==> config.mk <==
export PLATFORM = sky130hd
export DESIGN_NAME = ram_port_arbiter
export DESIGN_NICKNAME = d
export VERILOG_FILES = /design/src/rtl/ram_port_arbiter.sv
export SDC_FILE = /design/constraint.sdc
export NUM_CORES = 1
export LEC_CHECK = 0
export BUFFER_PORTS_ARGS = -buffer_cell sky130_fd_sc_hd__buf_2
export CORE_AREA = 2 2 82 84
export CTS_CLUSTER_SIZE = 30
export DETAILED_ROUTE_END_ITERATION = 8
export DIE_AREA = 0 0 84 86
export GPL_ROUTABILITY_DRIVEN = 0
export SYNTH_ARGS = -nofsm -noshare
export SYNTH_HDL_FRONTEND = slang
export SYNTH_SLANG_ARGS = --single-unit
==> constraint.sdc <==
create_clock -name clock -period 5.88 [get_ports clock]
set_input_delay 0.588 -clock clock [delete_from_list [all_inputs] [get_ports clock]]
set_output_delay 0.588 -clock clock [all_outputs]
set_load 0.005 [all_outputs]
==> src/rtl/ram_port_arbiter.sv <==
// ram_port_arbiter
//   Shares one single-port, synchronous-read RAM between two requesters.
//   One access is granted per cycle: round-robin by default, with an optional
//   lock that lets the current owner take up to MAX_BURST back-to-back grants
//   while the other side is waiting. Read data comes back one cycle after the
//   grant and is steered to the requester that issued the read.
//
// Ports
//   clock, reset          rising-edge clock, synchronous active-high reset
//   req0/1, lock0/1       access request / keep-ownership request
//   we0/1, addr0/1, din0/1  access type, address and write data
//   gnt0/1                access accepted this cycle (combinational)
//   rvalid0/1, rdata0/1   read return, one cycle after the read grant
//   ram_addr, ram_din, ram_we  RAM drive (all zero when nothing is granted)
//   ram_dout              RAM read data, valid the cycle after the address
module ram_port_arbiter #(
  parameter int AWIDTH    = 3,
  parameter int DWIDTH    = 32,
  parameter int MAX_BURST = 4
) (
  input  logic              clock,
  input  logic              reset,
  input  logic              req0,
  input  logic              req1,
  input  logic              lock0,
  input  logic              lock1,
  input  logic              we0,
  input  logic              we1,
  input  logic [AWIDTH-1:0] addr0,
  input  logic [AWIDTH-1:0] addr1,
  input  logic [DWIDTH-1:0] din0,
  input  logic [DWIDTH-1:0] din1,
  output logic              gnt0,
  output logic              gnt1,
  output logic              rvalid0,
  output logic              rvalid1,
  output logic [DWIDTH-1:0] rdata0,
  output logic [DWIDTH-1:0] rdata1,
  output logic [AWIDTH-1:0] ram_addr,
  output logic [DWIDTH-1:0] ram_din,
  output logic              ram_we,
  input  logic [DWIDTH-1:0] ram_dout
);

  localparam int CW = $clog2(MAX_BURST + 1);
  localparam logic [CW-1:0] BURST_LIMIT = CW'(MAX_BURST);

  typedef enum logic [1:0] {IDLE = 2'd0, OWN0 = 2'd1, OWN1 = 2'd2} state_t;

  state_t            state_reg, state_next;
  logic              prio_reg, prio_next;
  logic [CW-1:0]     burst_cnt_reg, burst_cnt_next;
  logic              rd_pend_reg, rd_id_reg;

  logic [1:0]        req_vec, lock_vec, gnt_vec, rvalid_vec;
  logic [DWIDTH-1:0] rdata_arr [2];
  logic              gnt_any, gnt_id, fresh_grant, owner, other, owned;
  logic              rd_issue;

  assign req_vec  = {req1, req0};
  assign lock_vec = {lock1, lock0};

  // Next-state / grant selection
  always_comb begin
    state_next     = state_reg;
    prio_next      = prio_reg;
    burst_cnt_next = burst_cnt_reg;
    gnt_any        = 1'b0;
    gnt_id         = 1'b0;
    fresh_grant    = 1'b0;
    owned          = (state_reg == OWN0) || (state_reg == OWN1);
    owner          = (state_reg == OWN1);
    other          = ~owner;

    if (owned && req_vec[owner]) begin
      gnt_any = 1'b1;
      if (req_vec[other] && burst_cnt_reg == BURST_LIMIT) begin
        // Burst exhausted with the other side waiting: hand over, and treat
        // it exactly like a fresh arbitration win for the other side.
        gnt_id      = other;
        fresh_grant = 1'b1;
      end else begin
        gnt_id = owner;
        if (burst_cnt_reg != BURST_LIMIT)
          burst_cnt_next = burst_cnt_reg + 1'b1;
        if (!lock_vec[owner]) begin
          state_next     = IDLE;
          burst_cnt_next = '0;
        end
      end
    end else begin
      // IDLE, or the owner dropped its request: plain round-robin this cycle.
      state_next     = IDLE;
      burst_cnt_next = '0;
      if (req_vec != 2'b00) begin
        gnt_any     = 1'b1;
        fresh_grant = 1'b1;
        gnt_id      = (req_vec == 2'b11) ? prio_reg : req_vec[1];
      end
    end

    if (fresh_grant) begin
      prio_next = ~gnt_id;
      if (lock_vec[gnt_id]) begin
        state_next     = gnt_id ? OWN1 : OWN0;
        burst_cnt_next = CW'(1);
      end else begin
        state_next     = IDLE;
        burst_cnt_next = '0;
      end
    end
  end

  // Per-requester grant and read-return steering; everything is forced low
  // while reset is asserted so a read granted just before reset is dropped.
  generate
    for (genvar gi = 0; gi < 2; gi++) begin : g_port
      assign gnt_vec[gi]    = !reset && gnt_any && (gnt_id == 1'(gi));
      assign rvalid_vec[gi] = !reset && rd_pend_reg && (rd_id_reg == 1'(gi));
      assign rdata_arr[gi]  = rvalid_vec[gi] ? ram_dout : '0;
    end
  endgenerate

  assign gnt0    = gnt_vec[0];
  assign gnt1    = gnt_vec[1];
  assign rvalid0 = rvalid_vec[0];
  assign rvalid1 = rvalid_vec[1];
  assign rdata0  = rdata_arr[0];
  assign rdata1  = rdata_arr[1];

  always_comb begin
    ram_we   = 1'b0;
    ram_addr = '0;
    ram_din  = '0;
    if (gnt_vec[0]) begin
      ram_we   = we0;
      ram_addr = addr0;
      ram_din  = din0;
    end else if (gnt_vec[1]) begin
      ram_we   = we1;
      ram_addr = addr1;
      ram_din  = din1;
    end
  end

  assign rd_issue = (gnt_vec != 2'b00) && !ram_we;

  always_ff @(posedge clock) begin
    if (reset) begin
      state_reg     <= IDLE;
      prio_reg      <= 1'b0;
      burst_cnt_reg <= '0;
      rd_pend_reg   <= 1'b0;
      rd_id_reg     <= 1'b0;
    end else begin
      state_reg     <= state_next;
      prio_reg      <= prio_next;
      burst_cnt_reg <= burst_cnt_next;
      rd_pend_reg   <= rd_issue;
      rd_id_reg     <= gnt_vec[1];
    end
  end

endmodule
After elaboration in Yosys (flattened, before gate mapping)
Index checks and enable logic that the tools add are counted.
- bits in registers: 8
- bits in latches: 0
- bits in writable memories: 0
- bits in read-only memories: 0
- input port bits: 110
- output and inout bits: 104
- logic and storage cells: 72
- memories kept: 0
- $add $sub $neg: 1
- multiply operators: 0
- divide/modulo/power cells: 0
- magnitude comparators: 3
- equality and inequality tests: 8
- shifts and indexed selects: 0
- multiplexer cells: 36
- bitwise gates (word level): 3
- reductions and logical operators: 16
- operators with widths (kind ; count):
    2-to-1 mux 32 bit ; 4
    2-to-1 mux 3 bit ; 7
    2-to-1 mux 1 bit ; 19
    2-to-1 mux 2 bit ; 6
    logical AND 1 bit ; 9
    inequality test 3 bit (second input constant) ; 3
    < comparator 1 x 2 -> 1 bit (second input constant) ; 3
    equality test 2 bit (second input constant) ; 2
    inequality test 4 bit (second input constant) ; 1
    AND reduction 2 bit ; 2
    nonzero test 2 bit ; 2
    adder 3 x 1 -> 3 bit (second input constant) ; 1
    equality test 3 bit (second input constant) ; 1
    NOT 1 bit ; 3
    equality test 2 x 1 -> 1 bit (second input constant) ; 1
    zero test 1 bit ; 2
    logical OR 1 bit ; 1

Depth between registers and ports, before layout
Gate-level depths: netlist of run 1.
- depth in word-level cells: 12
- depth in mapped cells: 8
- depth with buffers taken out: 7

Worst setup path before layout of run 1
OpenSTA, ideal clock, no wires.
- path type: reg2out
- from: register state_reg[0]
- to: output port ram_addr[0]
- data arrival time: 1714 ps
- data required time: 5292 ps
- path slack: 3578 ps
- cell stages (with the launch flop): 9
- buffers on the path: 2
- cell sequence: dfxtp_1 inv_1 ha_1 nand4b_1 a41oi_4 nor2_2 buf_6 buf_6 a22o_1
- cells in the longest elaborated chain, start to end: 9
- elaborated cells between the ends (all ways): 19
- classes of those cells: eq/ne (2); mux (9); bitwise (2); reduce/logical (6)
- ends and longest elaborated chain (item ; line ; source):
    start, declared ; 50 ; state_t state_reg, state_next;
    start signal, assigned ; 156 ; state_reg <= state_next;
    equality test 2 bit ; 71, 72 ;
    2-to-1 mux 1 bit, on equally long branches (2 in a row) ; 77, 75 ;
    logical AND 1 bit, on equally long branches ; 77, 75 ;
    2-to-1 mux 1 bit, on equally long branches ; 77, 75 ;
    2-to-1 mux 1 bit / logical AND 1 bit (equally long branches) ; 75, 118 ;
    logical AND 1 bit / NOT 1 bit (equally long branches) ; 118 ; assign gnt_vec[gi] = !reset && gnt_any && (gnt_id == 1'(gi));
    2-to-1 mux 3 bit / logical AND 1 bit (equally long branches) ; 139, 118 ;
    2-to-1 mux 3 bit (*) ; 135 ; if (gnt_vec[0]) begin
    end, declared ; 39 ; output logic [AWIDTH-1:0] ram_addr,
Every way passes the cells marked *; elsewhere a longest branch is shown, timed or not. The select of a mux whose other input is x is not followed.

Worst setup path after layout of run 1
- from: register burst_cnt_reg[0]
- to: output port ram_din[12]
- cells in the longest elaborated chain, start to end: 7
- elaborated cells between the ends (all ways): 9
- classes of those cells: eq/ne (1); mux (4); bitwise (1); reduce/logical (3)
- ends and longest elaborated chain (item ; line ; source):
    start, declared ; 52 ; logic [CW-1:0] burst_cnt_reg, burst_cnt_next;
    start signal, assigned ; 158 ; burst_cnt_reg <= burst_cnt_next;
    equality test 3 bit (*) ; 77 ; if (req_vec[other] && burst_cnt_reg == BURST_LIMIT) begin
    logical AND 1 bit (*) ; 77 ;
    2-to-1 mux 1 bit (*) ; 77 ;
    2-to-1 mux 1 bit (*) ; 75 ; if (owned && req_vec[owner]) begin
    logical AND 1 bit / NOT 1 bit (equally long branches) ; 118 ;
    2-to-1 mux 32 bit / logical AND 1 bit (equally long branches) ; 139, 118 ;
    2-to-1 mux 32 bit (*) ; 135 ;
    end, declared ; 40 ; output logic [DWIDTH-1:0] ram_din,
Every way passes the cells marked *; elsewhere a longest branch is shown, timed or not.

==> key figures, run 1 <==
Floorplan
  • Initial Utilization: 0.216
  • Ports: 214
  • Cell Rows: 29
  • Die width: 84 µm
  • Die height: 86 µm
  • Core Area: 6280 µm²
  • DIE AREA: 7220 µm²

Global route
  • Global Route Usage Sum: 0.145
  • Pin count of the biggest net entering global routing: 39
  • Met3 GRT Util: 0.0221
  • First-pass GRT wire length: 8760 µm
  • Total grt overflow: 0
  • Vias in the first global route: 1946
  • Initial antenna violation count: 0
  • Busiest grt layer: met2
  • Met1 Use GR: 0.157
  • Met2 Resource Use GR: 0.295

Logic synthesis
  • Post-synthesis async set-or-reset flop share: 0
  • Synth Area per Inst: 7.78 µm²
  • Synthesis-stage register bit count: 8
  • Synth Flop Type: dfxtp_1
  • Post-Syn Area: 1350 µm²
  • Sequential area share after synthesis: 0.118
  • Gate Count Post-Synth: 174
  • Number of distinct library cells after synthesis: 33
  • Post-synth EDFFs: 0
  • Ys Warns: 0
  • Syn Nets: 287
  • Top cells by area, synth: and2_1 (30%), a22o_1 (23%), dfxtp_1 (12%)
  • Synth top area share: 0.300
  • Area leader, netlist: and2_1

Routing
  • Residual DRC count: 0
  • Vias: 2067
  • Via-to-Cell Ratio: 4.55
  • Post-DRT Antenna Nets: 0
  • Routed Wire Length: 5860 µm
  • Initial DRC Count: 99
  • 1st-pass router iterations: 4
  • Routed length per instance: 12.9 µm

Placement
  • Post-Place Worst Slack: 3250 ps
  • DP HPWL: 4990 µm
  • I/O Buffers: 213

Power and ir drop
  • Sw power: 86.8 µW
  • Comb power frac: 0.531
  • Maximum vdd ir drop: 0.0000413 V
  • Sw frac: 0.325
  • Power Density: 108 nW/µm²
  • Clock Power Share: 0.244
  • Leakage: 1.56 nW
  • Sequential power share: 0.225
  • Internal power: 180 µW
  • Total power: 267 µW

Worst setup path
  • Worst-path maximum fanout: 37
  • Critical R2R Capture: burst_cnt_reg[0]$_SDFFE_PP0P_
  • Reg2reg start: state_reg[0]$_SDFFE_PP0P_
  • WP data required: 5290 ps
  • Worst Setup Path Type: reg2out
  • Arrival time at the worst endpoint: 2260 ps
  • Worst setup SP type: register
  • Worst setup path startpoint: burst_cnt_reg[0]$_SDFFE_PP0P_
  • Reg2Reg Setup Slack: 3860 ps
  • Crit. End Element: output port
  • Critical Path Sink: ram_din[12]
  • FF-to-FF path depth: 7

STA
  • # setup viols final: 0
  • Max transition margin: 0.451
  • Fin. Hold Viols: 0
  • Max Clock Freq: 351 MHz
  • Setup WS post-layout: 3030 ps
  • Max-slew violation count: 0
  • Post-route setup TNS: 0 ps
  • Unrepaired setup endpoints after global routing: no
  • Hold Slack: 436 ps
  • Final Skew: 4.36 ps
  • Min cycle time layout: 2850 ps
  • Worst Max-Slew Pin Slew: 824 ps
  • Final worst-path cycle share: 0.485

Clock tree
  • CTS Sinks: 8
  • CTS max path bufs: 2
  • Skew-Pair Late Insertion Delay: 230 ps
  • Post-CTS setup buffer count: 0
  • Htree depth: 1
  • Cts-stage hold buffer count: 0
  • TritonCTS Buffers: 3
  • CTS Root Cell: clkbuf_8
  • Worst-path clk slew: 40 ps
  • CTS tree: yes
  • Post-CTS sizing: 0

Cells and area
  • Commonest non-fill, non-tap cell in the layout: buf_2
  • Filler cells: 670
  • Fin util: 0.393
  • Diode count: 0
  • Number of flip-flops in the largest register: 3
  • Most frequent cells in the layout: buf_2 (213), and2_1 (65), a22o_1 (36)
  • Nets: 492
  • Area Overhead vs Synth: 82.3%
  • Share of layout cells above drive strength 1: 0.597

Flow run
  • Max cap viols: 0

Min path
  • Hold Path Class: reg2reg

Outcome
  • Status: finished clean
## layer usage
metal	wire length [µm]	vias to the layer above
met5	0	-
met3	511	4
met2	3130	133
li1	-	1031
met1	2180	899
met4	38	0
## cells in the mapped netlist, drive strengths merged, types with 3 or more instances
cell    instances
dfxtp           8
a21oi           3
buf            10
clkbuf          6
and2           65
ha              3
inv             5
nand2           6
a22o           36
mux2i           3
nor2            5
## power groups by stage
stage	logic, mW	clock network [mW]	registers, mW
3_3_place_gp	0.142	0	0.0608
5_1_grt	0.157	0.0701	0.0605
2_1_floorplan	0.0736	0	0.0602
4_1_cts	0.144	0.0669	0.0600
3_5_place_dp	0.143	0	0.0609
6_report	0.142	0.0651	0.0601
## how the worst min path moves through the flow
stage	end	start	depth (start not counted)	slack, ps
after floorplan	state_reg[0]$_SDFFE_PP0P_	state_reg[0]$_SDFFE_PP0P_	2	420
after global placement	state_reg[0]$_SDFFE_PP0P_	state_reg[0]$_SDFFE_PP0P_	2	430
after detailed placement	state_reg[0]$_SDFFE_PP0P_	state_reg[0]$_SDFFE_PP0P_	2	430
after CTS	state_reg[0]$_SDFFE_PP0P_	state_reg[0]$_SDFFE_PP0P_	2	440
after global routing	state_reg[0]$_SDFFE_PP0P_	state_reg[0]$_SDFFE_PP0P_	2	480
final	state_reg[0]$_SDFFE_PP0P_	state_reg[0]$_SDFFE_PP0P_	2	440
## worst max-delay path, cell delays in order, from the launching register on
cell and delay [ps]:
dfxtp_1 370, inv_1 70, ha_1 240, a211o_2 380
nand4_1 130, and3_1 160, buf_4 330, a22o_1 230
buf_2 120
## through the flow
step                cell area (µm²)  instances
detailed placement             2430        451
CTS                            2470        454
global placement               2430        451
floorplan                      1350        174
global route                   2470        454
finish                         2470        454
## cell families after synthesis
kind of cell | share of synthesized area
AO/OA/AOI/OAI | 0.316
flip-flops | 0.118
AND/OR/NAND/NOR | 0.408
multiplexers | 0.0305
buffers and inverters | 0.0998
adder cells (fa/ha/maj) | 0.0277
## area by class of cell
class | count | area (µm²) | area share
clock buffer | 3 | 41.3 | 0.0167
timing repair buffer | 216 | 1090 | 0.441
tap | 77 | 96.3 | 0.0390
multi-input combinational | 145 | 1060 | 0.431
inverter | 5 | 18.8 | 0.00760
sequential | 8 | 160 | 0.0649
Power figures use the tool's default switching activity.
==> inputs of run 2 (changes only) <==
--- a/config.mk
+++ b/config.mk
@@ -6,10 +6,10 @@
 export NUM_CORES = 1
 export LEC_CHECK = 0
 export BUFFER_PORTS_ARGS = -buffer_cell sky130_fd_sc_hd__buf_2
-export CORE_AREA = 2 2 82 84
+export CORE_AREA = 2 2 83 85
 export CTS_CLUSTER_SIZE = 30
 export DETAILED_ROUTE_END_ITERATION = 8
-export DIE_AREA = 0 0 84 86
+export DIE_AREA = 0 0 85 87
 export GPL_ROUTABILITY_DRIVEN = 0
 export SYNTH_ARGS = -nofsm -noshare
 export SYNTH_HDL_FRONTEND = slang
==> constraint.sdc (replaced) <==
create_clock -name clock -period 2.9 [get_ports clock]
set_input_delay 0.29 -clock clock [delete_from_list [all_inputs] [get_ports clock]]
set_output_delay 0.29 -clock clock [all_outputs]
set_load 0.005 [all_outputs]
==> key figures, run 2 (synthesized netlist as in run 1, its figures left out) <==
Global route
  • Pin count of the biggest net entering global routing: 38
  • Total grt overflow: 0
  • Initial antenna violation count: 0
  • Global Route Usage Sum: 0.133
  • First-pass GRT wire length: 8170 µm
  • Vias in the first global route: 1826

Clock tree
  • Cts-stage hold buffer count: 0
  • Post-CTS sizing: 0
  • CTS max path bufs: 2
  • Skew-Pair Late Insertion Delay: 230 ps
  • Post-CTS setup buffer count: 0
  • CTS tree: yes
  • Worst-path clk slew: 40 ps
  • Htree depth: 1
  • CTS Root Cell: clkbuf_8
  • TritonCTS Buffers: 3
  • CTS Sinks: 8

STA
  • Post-route setup TNS: 0 ps
  • Max transition margin: 0.433
  • Max-slew violation count: 0
  • Max Clock Freq: 388 MHz
  • Final worst-path cycle share: 0.888
  • Unrepaired setup endpoints after global routing: no
  • Final Skew: 1.41 ps
  • Worst Max-Slew Pin Slew: 851 ps
  • Fin. Hold Viols: 0
  • # setup viols final: 0
  • Min cycle time layout: 2580 ps

Power and ir drop
  • Leakage: 1.56 nW
  • Comb power frac: 0.529
  • Clock Power Share: 0.249
  • Power Density: 220 nW/µm²
  • Sequential power share: 0.223
  • Sw frac: 0.328
  • Total power: 545 µW
  • Internal power: 366 µW
  • Sw power: 179 µW
  • Maximum vdd ir drop: 0.000103 V

Floorplan
  • Cell Rows: 30
  • Ports: 214
  • DIE AREA: 7400 µm²
  • Die width: 85 µm
  • Die height: 87 µm
  • Initial Utilization: 0.206
  • Core Area: 6570 µm²

Worst setup path
  • Crit. End Element: output port
  • Worst setup SP type: register
  • Worst Setup Path Type: reg2out
  • Worst-path maximum fanout: 37
  • Arrival time at the worst endpoint: 2290 ps
  • Reg2reg start: state_reg[0]$_SDFFE_PP0P_
  • CP delay by family, top: simple AND/OR/NAND/NOR gates
  • Max incr delay on CP: 340 ps
  • WP data required: 2610 ps
  • WP buf/inv: 3
  • Worst setup path startpoint: state_reg[0]$_SDFFE_PP0P_
  • Critical path's slowest cell: ha_1
  • Chain of cells forming the critical path: inv_1, ha_1, nand4b_1, nand4_1, and3_1, buf_4, a22o_1, buf_2

Placement
  • DP HPWL: 4820 µm
  • I/O Buffers: 213

Routing
  • Residual DRC count: 0
  • Routed Wire Length: 5750 µm
  • 1st-pass router iterations: 4
  • Post-DRT Antenna Nets: 0
  • Routed length per instance: 12.6 µm
  • Initial DRC Count: 62
  • Vias: 2050
  • Via-to-Cell Ratio: 4.49

Flow run
  • Max cap viols: 0

Cells and area
  • Filler cells: 682
  • Fin util: 0.376
  • Area Overhead vs Synth: 82.6%
  • Number of flip-flops in the largest register: 3
  • Most frequent cells in the layout: buf_2 (213), and2_1 (65), a22o_1 (36)
  • Diode count: 0
  • Commonest non-fill, non-tap cell in the layout: buf_2
  • Nets: 492
  • Share of layout cells above drive strength 1: 0.597

Min path
  • Hold Startpoint: lock0
  • Hold Path Class: in2reg

Outcome
  • Status: finished clean
run 2: metrics by stage:
| step | std cells | setup WS, ps | hold slack (ps) | area, µm² |
|---|---|---|---|---|
| 2_1_floorplan | 174 | 896 | 416 | 1350 |
| 3_3_place_gp | 454 | 623 | 434 | 2430 |
| 3_5_place_dp | 454 | 579 | 431 | 2430 |
| 4_1_cts | 457 | 333 | 343 | 2470 |
| 5_1_grt | 457 | 165 | 376 | 2470 |
| 6_report | 457 | 324 | 344 | 2470 |
run 2: area by class of cell:
type	count	area, µm²	share of cell area
Inverter	5	18.8	0.00759
Timing Repair Buffer	216	1090	0.440
Clock buffer	3	41.3	0.0167
Multi-Input combinational cell	145	1060	0.430
Tap cell	80	100	0.0405
Sequential cell	8	160	0.0648
run 2: power groups by stage:
| stage | registers, mW | logic, mW | clock network [mW] |
|---|---|---|---|
| final | 0.121 | 0.288 | 0.135 |
| after global placement | 0.123 | 0.286 | 0 |
| after floorplan | 0.122 | 0.149 | 0 |
| after CTS | 0.122 | 0.290 | 0.139 |
| after global routing | 0.123 | 0.318 | 0.143 |
| after detailed placement | 0.123 | 0.289 | 0 |
run 2: path summary, 6_finish.rpt:
| kind | endpoint | slack (ps) | cells past startpoint |
|---|---|---|---|
| max | ram_din[4] | 320 | 8 |
| min | state_reg[0]$_SDFFE_PP0P_ | 340 | 3 |
| max reg2reg | burst_cnt_reg[0]$_SDFFE_PP0P_ | 860 | 7 |
| min reg2reg | state_reg[0]$_SDFFE_PP0P_ | 430 | 2 |
run 2: per-layer routing:
metal / share of wire / vias to the layer above / GRT usage
li1: - / 1031 / -
met3: 0.094 / 2 / 0.0209
met1: 0.42 / 887 / 0.173
met2: 0.49 / 130 / 0.234
met4: 0.0038 / 0 / 0.0260
met5: 0 / - / 0
run 2: tightest hold or removal path: cells and delay by family:
kind,cells,cell delay [ps]
buffers and inverters,1,100
and+or+nand+nor,2,160
==> inputs of run 3 (changes only) <==
--- a/config.mk
+++ b/config.mk
@@ -11,6 +11,7 @@
 export DETAILED_ROUTE_END_ITERATION = 8
 export DIE_AREA = 0 0 85 87
 export GPL_ROUTABILITY_DRIVEN = 0
+export PLACE_DENSITY = 0.67
 export SYNTH_ARGS = -nofsm -noshare
 export SYNTH_HDL_FRONTEND = slang
 export SYNTH_SLANG_ARGS = --single-unit
==> key figures, run 3 (synthesized netlist as in run 1, its figures left out) <==
Power and ir drop
  • Leakage: 1.56 nW
  • Total power: 542 µW
  • Maximum vdd ir drop: 0.000144 V
  • Power Density: 219 nW/µm²

Cells and area
  • Share of layout cells above drive strength 1: 0.597
  • Design Area, Final: 2470 µm²
  • Area Overhead vs Synth: 82.6%
  • Filler cells: 661
  • Nets: 492
  • Diode count: 0
  • Number of flip-flops in the largest register: 3
  • Commonest non-fill, non-tap cell in the layout: buf_2
  • Fin util: 0.376
  • Most frequent cells in the layout: buf_2 (213), and2_1 (65), a22o_1 (36)

Worst setup path
  • WP data required: 2610 ps
  • FF-to-FF path depth: 7
  • Worst setup SP type: register
  • CP delay by family, top: simple AND/OR/NAND/NOR gates
  • Critical path's slowest cell: ha_1
  • Arrival time at the worst endpoint: 2350 ps
  • Worst-path maximum fanout: 37
  • Worst Setup Path Type: reg2out
  • Max incr delay on CP: 350 ps
  • Reg2reg start: state_reg[0]$_SDFFE_PP0P_
  • Reg2Reg Setup Slack: 850 ps
  • Critical R2R Capture: burst_cnt_reg[0]$_SDFFE_PP0P_
  • Chain of cells forming the critical path: inv_1, ha_1, nand4b_1, nand4_1, and3_1, buf_4, a22o_1, buf_2
  • Crit. End Element: output port
  • WP buf/inv: 3

Floorplan
  • DIE AREA: 7400 µm²
  • Core Area: 6570 µm²
  • Cell Rows: 30
  • Ports: 214
  • Initial Utilization: 0.206
  • Die width: 85 µm
  • Die height: 87 µm

Global route
  • Global Route Usage Sum: 0.130
  • Vias in the first global route: 1863
  • Pin count of the biggest net entering global routing: 38
  • Total grt overflow: 0
  • First-pass GRT wire length: 7990 µm
  • Initial antenna violation count: 0

STA
  • Final Skew: 3.93 ps
  • Unrepaired setup endpoints after global routing: no
  • Final worst-path cycle share: 0.910
  • Post-route setup TNS: 0 ps
  • Max Clock Freq: 379 MHz
  • Setup WS post-layout: 261 ps
  • Min cycle time layout: 2640 ps
  • Max transition margin: 0.446
  • Max-slew violation count: 0
  • # setup viols final: 0
  • Fin. Hold Viols: 0
  • Worst Max-Slew Pin Slew: 830 ps

Placement
  • DP HPWL: 4830 µm
  • Post-Place Worst Slack: 492 ps
  • Placed standard-cell area: 2430 µm²
  • I/O Buffers: 213

Min path
  • WHS Path Cells: 3
  • Hold Startpoint: lock0
  • Hold Path End: state_reg[0]$_SDFFE_PP0P_
  • Hold Path Class: in2reg

Outcome
  • Status: finished clean

Clock tree
  • CTS max path bufs: 2
  • Worst-path clk slew: 40 ps
  • Skew-Pair Late Insertion Delay: 230 ps
  • CTS tree: yes
  • Post-CTS setup buffer count: 0
  • Post-CTS sizing: 0
  • Htree depth: 1
  • Cts-stage hold buffer count: 0
  • CTS Sinks: 8
  • TritonCTS Buffers: 3
  • CTS Root Cell: clkbuf_8

Routing
  • 1st-pass router iterations: 4
  • Post-DRT Antenna Nets: 0
  • Vias: 2112
  • Residual DRC count: 0
  • Initial DRC Count: 48
  • Routed Wire Length: 5690 µm
  • Routed length per instance: 12.4 µm
  • Via-to-Cell Ratio: 4.62

Flow run
  • Max cap viols: 0
run 3: cell counts in the layout (fill, tap and decap cells not counted):
No cell type changed its count.
run 3: layout make-up:
type,instances,area (µm²),area share
flip-flops and latches,8,160,0.0648
clock buffers,3,41.3,0.0167
inverters,5,18.8,0.00759
multi-input cells,145,1060,0.430
well taps,80,100,0.0405
repair buffers,216,1090,0.440
run 3: worst max-delay path by stage:
stage / start / endpoint / slack [ps] / cells after the start
6_report: state_reg[0]$_SDFFE_PP0P_ / ram_din[24] / 260 / 8
5_1_grt: state_reg[0]$_SDFFE_PP0P_ / ram_din[24] / 80 / 8
4_1_cts: state_reg[0]$_SDFFE_PP0P_ / ram_din[24] / 240 / 8
3_5_place_dp: state_reg[0]$_SDFFE_PP0P_ / ram_din[24] / 490 / 8
3_3_place_gp: burst_cnt_reg[0]$_SDFFE_PP0P_ / ram_din[24] / 550 / 8
2_1_floorplan: state_reg[0]$_SDFFE_PP0P_ / ram_addr[0] / 900 / 8
run 3: report_power, final:
| part | leakage (nW) | internal [mW] | switching (mW) |
|---|---|---|---|
| Clock | 0.0216 | 0.0897 | 0.0414 |
| Sequential | 0.0656 | 0.118 | 0.00413 |
| Combinational | 1.47 | 0.158 | 0.131 |
| Total | 1.56 | 0.366 | 0.176 |
run 3: worst register-to-register path, stage by stage, from the launching register on:
cell and delay (ps):
dfxtp_1 320, inv_1 50, ha_1 350, nand4b_1 270, a41oi_4 340, mux2_2 380
a21oi_1 180, nor3_2 50
run 3: routing by layer:
layer | part of all wire | wire length [µm] | GRT usage
met1 | 0.37 | 2100 | 0.142
met2 | 0.50 | 2860 | 0.251
met3 | 0.11 | 600 | 0.0218
met4 | 0.022 | 123 | 0.0476
met5 | 0 | 0 | 0
run 3: per-stage QoR:
step | instances | hold WS, ps
after CTS | 457 | 350
after global placement | 454 | 432
after global routing | 457 | 358
after floorplan | 174 | 416
after detailed placement | 454 | 432
final | 457 | 351
